## src/rtl/sha256_host_pkg.sv

```systemverilog
// Shared constants and state type for the SHA-256 host-side initiator.
// Command codes match the core's cmd_i encoding.
package sha256_host_pkg;

  localparam logic [2:0] CMD_START_FIRST = 3'b010;
  localparam logic [2:0] CMD_START_NEXT  = 3'b110;
  localparam logic [2:0] CMD_READ        = 3'b001;

  localparam int WORDS_PER_BLOCK = 16;
  localparam int DIGEST_WORDS    = 8;

  localparam logic [3:0] LAST_WORD_IDX   = 4'(WORDS_PER_BLOCK - 1);
  localparam logic [3:0] LAST_DIGEST_IDX = 4'(DIGEST_WORDS - 1);
  // The core raises busy within two cycles of the last text word.
  localparam logic [3:0] WAIT_MIN_CYCLES = 4'd2;

  typedef enum logic [2:0] {
    ST_FILL  = 3'd0,
    ST_START = 3'd1,
    ST_SEND  = 3'd2,
    ST_WAIT  = 3'd3,
    ST_RDCMD = 3'd4,
    ST_READ  = 3'd5,
    ST_DONE  = 3'd6
  } host_state_e;

endpackage

```

## src/rtl/sha256_block_buf.sv

```systemverilog
// 16 x 32-bit message block buffer: one synchronous write port and one
// combinational read port.
module sha256_block_buf (
  input  logic        clk,
  input  logic        we,
  input  logic [3:0]  waddr,
  input  logic [31:0] wdata,
  input  logic [3:0]  raddr,
  output logic [31:0] rdata
);

  logic [31:0] r_mem [16];

  always_ff @(posedge clk) begin
    if (we) begin
      r_mem[waddr] <= wdata;
    end
  end

  assign rdata = r_mem[raddr];

endmodule

```

## src/rtl/sha256_host_ctrl.sv

```systemverilog
// Host-side initiator for the SHA-256 core: buffers one 512-bit block, issues
// start, streams the words, waits on busy and reads back the 256-bit digest.
module sha256_host_ctrl
  import sha256_host_pkg::*;
(
  input  logic         clk,
  input  logic         reset,
  input  logic [31:0]  msg_data_i,
  input  logic         msg_valid_i,
  output logic         msg_ready_o,
  input  logic         msg_first_i,
  input  logic         msg_last_i,
  output logic [255:0] digest_o,
  output logic         digest_valid_o,
  input  logic         digest_ready_i,
  output logic [31:0]  core_text_o,
  output logic [2:0]   core_cmd_o,
  output logic         core_cmd_w_o,
  input  logic [31:0]  core_text_i,
  input  logic         core_busy_i
);

  // Handshakes: a message word transfers on any rising edge where
  // msg_valid_i && msg_ready_o; the digest transfers on any rising edge where
  // digest_valid_o && digest_ready_i. Valid, once raised, is held until taken.

  host_state_e r_state;
  host_state_e w_next_state;

  // Shared counter: word index in FILL/SEND/READ, elapsed cycles in WAIT.
  logic [3:0]   r_cnt;
  logic [3:0]   w_next_cnt;
  logic         r_first;
  logic         r_last;
  logic [255:0] r_digest;

  logic         w_ready;
  logic         w_cmd_w;
  logic [2:0]   w_cmd;
  logic [31:0]  w_text;
  logic         w_dvalid;
  logic         w_accept;
  logic [31:0]  w_buf_rdata;

  sha256_block_buf u_buf (
    .clk   (clk),
    .we    (w_accept),
    .waddr (r_cnt),
    .wdata (msg_data_i),
    .raddr (r_cnt),
    .rdata (w_buf_rdata)
  );

  assign w_accept = msg_valid_i & msg_ready_o;

  always_ff @(posedge clk) begin
    if (reset) begin
      r_state  <= ST_FILL;
      r_cnt    <= '0;
      r_first  <= 1'b0;
      r_last   <= 1'b0;
      r_digest <= '0;
    end else begin
      r_state <= w_next_state;
      r_cnt   <= w_next_cnt;
      if (w_accept && (r_cnt == 4'd0)) begin
        r_first <= msg_first_i;
        r_last  <= msg_last_i;
      end
      if (r_state == ST_READ) begin
        for (int k = 0; k < DIGEST_WORDS; k++) begin
          if (r_cnt == 4'(k)) begin
            r_digest[255 - 32*k -: 32] <= core_text_i;
          end
        end
      end
    end
  end

  always_comb begin
    w_next_state = r_state;
    w_next_cnt   = r_cnt;
    w_ready      = 1'b0;
    w_cmd_w      = 1'b0;
    w_cmd        = 3'b000;
    w_text       = '0;
    w_dvalid     = 1'b0;

    case (r_state)
      ST_FILL: begin
        w_ready = 1'b1;
        if (msg_valid_i) begin
          if (r_cnt == LAST_WORD_IDX) begin
            w_next_state = ST_START;
            w_next_cnt   = '0;
          end else begin
            w_next_cnt = r_cnt + 4'd1;
          end
        end
      end

      ST_START: begin
        w_cmd_w      = 1'b1;
        w_cmd        = r_first ? CMD_START_FIRST : CMD_START_NEXT;
        w_next_state = ST_SEND;
      end

      ST_SEND: begin
        w_text = w_buf_rdata;
        if (r_cnt == LAST_WORD_IDX) begin
          w_next_state = ST_WAIT;
          w_next_cnt   = '0;
        end else begin
          w_next_cnt = r_cnt + 4'd1;
        end
      end

      // Busy is not trusted until the core has had time to raise it.
      ST_WAIT: begin
        if (r_cnt < WAIT_MIN_CYCLES) begin
          w_next_cnt = r_cnt + 4'd1;
        end else if (!core_busy_i) begin
          w_next_state = r_last ? ST_RDCMD : ST_FILL;
          w_next_cnt   = '0;
        end
      end

      ST_RDCMD: begin
        w_cmd_w      = 1'b1;
        w_cmd        = CMD_READ;
        w_next_state = ST_READ;
        w_next_cnt   = '0;
      end

      ST_READ: begin
        if (r_cnt == LAST_DIGEST_IDX) begin
          w_next_state = ST_DONE;
          w_next_cnt   = '0;
        end else begin
          w_next_cnt = r_cnt + 4'd1;
        end
      end

      ST_DONE: begin
        w_dvalid = 1'b1;
        if (digest_ready_i) begin
          w_next_state = ST_FILL;
        end
      end

      default: begin
        w_next_state = ST_FILL;
        w_next_cnt   = '0;
      end
    endcase
  end

  // Outputs are forced low for the whole of any reset cycle.
  assign msg_ready_o    = w_ready & ~reset;
  assign core_cmd_w_o   = w_cmd_w & ~reset;
  assign core_cmd_o     = reset ? 3'b000 : w_cmd;
  assign core_text_o    = reset ? 32'd0 : w_text;
  assign digest_valid_o = w_dvalid & ~reset;
  assign digest_o       = reset ? 256'd0 : r_digest;

endmodule

```

## config.mk

```make
export PLATFORM = sky130hd
export DESIGN_NAME = sha256_host_ctrl
export DESIGN_NICKNAME = d
export VERILOG_FILES = /design/src/rtl/sha256_host_pkg.sv /design/src/rtl/sha256_block_buf.sv /design/src/rtl/sha256_host_ctrl.sv
export SDC_FILE = /design/constraint.sdc
export NUM_CORES = 1
export LEC_CHECK = 0
export ABC_CLOCK_PERIOD_IN_PS = 2700
export CELL_PAD_IN_SITES_DETAIL_PLACEMENT = 2
export CELL_PAD_IN_SITES_GLOBAL_PLACEMENT = 2
export CORE_UTILIZATION = 35
export DETAILED_ROUTE_END_ITERATION = 10
export GPL_ROUTABILITY_DRIVEN = 0
export GPL_TIMING_DRIVEN = 0
export PLACE_DENSITY_LB_ADDON = 0.1
export RECOVER_POWER = 25
export SLEW_MARGIN = 5
export SYNTH_ARGS = -nofsm -noshare
export SYNTH_HDL_FRONTEND = slang
export SYNTH_SLANG_ARGS = --single-unit
```

## constraint.sdc

```tcl
create_clock -name clk -period 2.7 [get_ports clk]
set_input_delay 0.675 -clock clk [delete_from_list [all_inputs] [get_ports clk]]
set_output_delay 0.675 -clock clk [all_outputs]
set_load 0.02 [all_outputs]
```

==> flow_summary_export.csv <==
group,metric,value,unit
critical_path,startpoint_type,"flip-flop",
timing,rsz0062_at_grt,"true",
layout,area_delta_synth_final,31.1,%
timing,fin_skew,0.0290,ns
clocking,cts_buffers,89,
status,status,"finished with violations",
pwr,p_switching,5.94,mW
synthesis,synth_edf_count,512,
routing,wl_per_cell,28.6,um
die,coreArea,87200,um2
synthesis,synth_mux_area_frac,0.115,
place,portBuffers,332,
routing,drt_iter0_markers,1096,
layout,final_cell_mix,"nand2_1, edfxtp_1, dfxtp_1",
die,fp.dieH,299,um
critical_path,worstPathRequired,2.03,ns
synthesis,synth-compound-area-share,0.0524,
layout,drive_gt1_frac,0.276,
layout,nets,2907,
clocking,cts_tree,"yes",
die,num_io_pins,365,
synthesis,ys_types,45,
critical_path,path_delay_family,"multiplexers",
worst_hold_path,hold_path_class,"in2reg",
synthesis,synth_top_family_by_area,"simple AND/OR/NAND/NOR gates",
critical_path,reg2reg_from,"r_cnt[1]",
global_route,antenna_found_initial,14,
critical_path,path_class,"reg2out",
timing,finalSetupViolations,32,
critical_path,arrival,2.54,ns
pwr,finalPower,26.4,mW
routing,finalWirelength,116000,um
routing,drc_errors,0,
pwr,clockPowerShare,0.464,
timing,relSlewSlack,0.401,
synthesis,syn_area,30900,um2
die,dieArea,89500,um2
status,violations,"negative setup slack",
worst_hold_path,hold_path_depth,3,
timing,hold_ws,0.384,ns
synthesis,ys_seq_area_frac,0.672,
global_route,gr-total-overflow,0,
layout,postLayoutCellArea,40500,um2
die,die-width,299,um
synthesis,synth-simple-area-share,0.128,
worst_hold_path,whs_endpoint,"r_digest[102]",
critical_path,worstPathMaxFanout,10,
synthesis,syn_area_per_cell,13.2,um2
place,hpwl,78700,um
global_route,grt_max_degree,19,
critical_path,worstPathCellList,"clkbuf_16, buf_12, mux4_2, mux2i_4, o22ai_4, buf_2",
global_route,track_usage,0.258,
timing,hold_viol_final,0,
routing,viasPerCell,5.19,
timing,min_period,3.21,ns
clocking,h-tree-depth,3,
routing,detail-route-antenna-nets,0,
synthesis,synthXorXnorAreaFrac,0,
die,initial_core_util,0.355,
pwr,switching_share,0.225,
layout,nFillCells,8511,
clocking,cts_max_path_buffers,3,
synthesis,synth_nets,2409,
pwr,p_leak,13.6,nW
critical_path,critical-path-slowest-cell,"mux4_2",
pwr,power_frac_comb,0.053,
critical_path,critPathMaxStageDelay,0.55,ns
place,dpl-instance-area,36300,um2
pwr,pwr-share-seq,0.484,
critical_path,reg2reg_depth,6,
synthesis,yosysWarnings,0,
pwr,ir_drop,0.553,mV
timing,slew_viol_final,0,
global_route,grt_pass1_vias,23600,
global_route,grt_pass1_wl,166000,um
critical_path,reg2reg_to,"u_buf.r_mem[4][12]",
routing,drt_pass1_iterations,5,
job,cap_violations,0,
worst_hold_path,min_from,"core_text_i[6]",
clocking,holdBufCountCts,0,
clocking,clk_transition_reported_paths,0.06,ns
critical_path,cp-end-kind,"primary output",
critical_path,r2r_slack,0.08,ns
clocking,clock-sinks,781,
pwr,internal-power,20.5,mW
clocking,clk_latency,0.65,ns
synthesis,synthFlopType,"edfxtp_1",
routing,num_vias,21000,
timing,fin_crit_sh,1.19,
timing,tightest_slew,0.898,ns
die,rows,108,
synthesis,ys_ff_latch,781,
layout,layout_commonest_cell,"nand2_1",
timing,worst_slack,-0.514,ns
synthesis,synth_adder_area_share,0.00162,
critical_path,cp_num_buf_inv,3,
clocking,cts-root-buf,"clkbuf_16",
synthesis,syn_inst,2334,
pwr,powerDensity,653,nW/um2
timing,fmax,311,MHz
synthesis,synth-async-reset-ratio,0,
[synth_stat cells, types with 2 or more instances]
library cell,count,area share
nand2_1,532,0.065
edfxtp_1,512,0.50
dfxtp_1,269,0.17
a21oi_1,261,0.042
nor2b_1,259,0.052
mux4_2,128,0.093
clkbuf_1,97,0.012
mux2i_1,67,0.022
buf_2,51,0.0083
buf_4,39,0.0095
o22ai_1,32,0.0065
nor2_1,22,0.0027
and2_1,10,0.0020
buf_1,6,0.00073
ha_1,4,0.0016
nor3_1,4,0.00065
nand2b_1,3,0.00061
nand3_1,3,0.00049
nand3b_1,3,0.00073
nor2_2,3,0.00061
buf_6,2,0.00073
inv_1,2,0.00024
nor4_1,2,0.00040
o21ai_0,2,0.00032
[kinds of logic after synthesis]
family | Yosys count
muxes | 195
DFF | 781
buffers and inverters | 197
and+or+nand+nor | 851
AOI/OAI and AO/OA | 306
adders and majority gates | 4
[cell type report]
cell class / instances / area (um2) / area share
repair buffers: 406 / 3970 / 0.0981
clock inverters: 37 / 418 / 0.0103
inverters: 2 / 7.51 / 0.000185
flip-flops and latches: 781 / 20800 / 0.513
plain buffers: 193 / 1540 / 0.0381
multi-input cells: 1359 / 9850 / 0.243
well taps: 1155 / 1450 / 0.0357
diodes: 1 / 2.50 / 0.0000618
clock buffers: 122 / 2500 / 0.0618
[power groups by stage]
stage          Sequential (mW)  Combinational, mW  Clock [mW]
3_3_place_gp              13.0               1.08           0
5_1_grt                   12.8               1.47        12.9
4_1_cts                   12.8               1.36        12.5
3_5_place_dp              13.0               1.15           0
2_1_floorplan             13.0              0.614           0
6_report                  12.8               1.39        12.3
[worst max-delay path by stage]
stage | start | end | slack (ns) | cells after the start
after floorplan | reset | u_buf.r_mem[12][0] | -0.11 | 3
after global placement | reset | digest_o[124] | -1.63 | 6
after detailed placement | reset | digest_o[124] | -1.71 | 6
after CTS | flip-flop | core_text_o[10] | -0.53 | 6
after global routing | flip-flop | core_text_o[31] | -0.60 | 6
final | flip-flop | core_text_o[31] | -0.51 | 6
[metal layers]
metal | global-route usage | routed length [um] | share of wire
met3 | 0.0641 | 7000 | 0.060
met5 | 0 | 160 | 0.0014
met2 | 0.473 | 61500 | 0.53
met1 | 0.293 | 44100 | 0.38
met4 | 0.0773 | 3280 | 0.028
[sequential cells by signal (all words and copies together), names as in the netlist, named ones only]
| name | cells |
|---|---|
| r_cnt | 4 |
| r_first | 1 |
| r_digest | 256 |
| r_last | 1 |
| r_state | 3 |
| u_buf.r_mem | 512 |
[worst register-to-register path, cell delays in order, from the launching register on]
cell,delay [ns]
dfxtp_1,0.41
inv_1,0.15
ha_1,0.37
nand3_2,0.41
nor2_4,0.56
buf_16,0.25
buf_16,0.18
[per-stage QoR]
stage,util,worst slack [ns],TNS (ns),std cells
floorplan,-,-0.113,-46.49,2334
global placement,0.410,-1.63,-1154.19,3821
detailed placement,0.416,-1.71,-748.64,3839
CTS,0.465,-0.531,-15.38,4046
global route,0.465,-0.603,-17.07,4055
finish,0.465,-0.514,-14.42,4056
[repair_timing]
action,CTS,global route
gates resized for setup,904,245
setup endpoints to repair,635,218
buffers inserted,44,7
pin swaps,23,7
cloned,6,3
(Power assumes the default switching activity.)
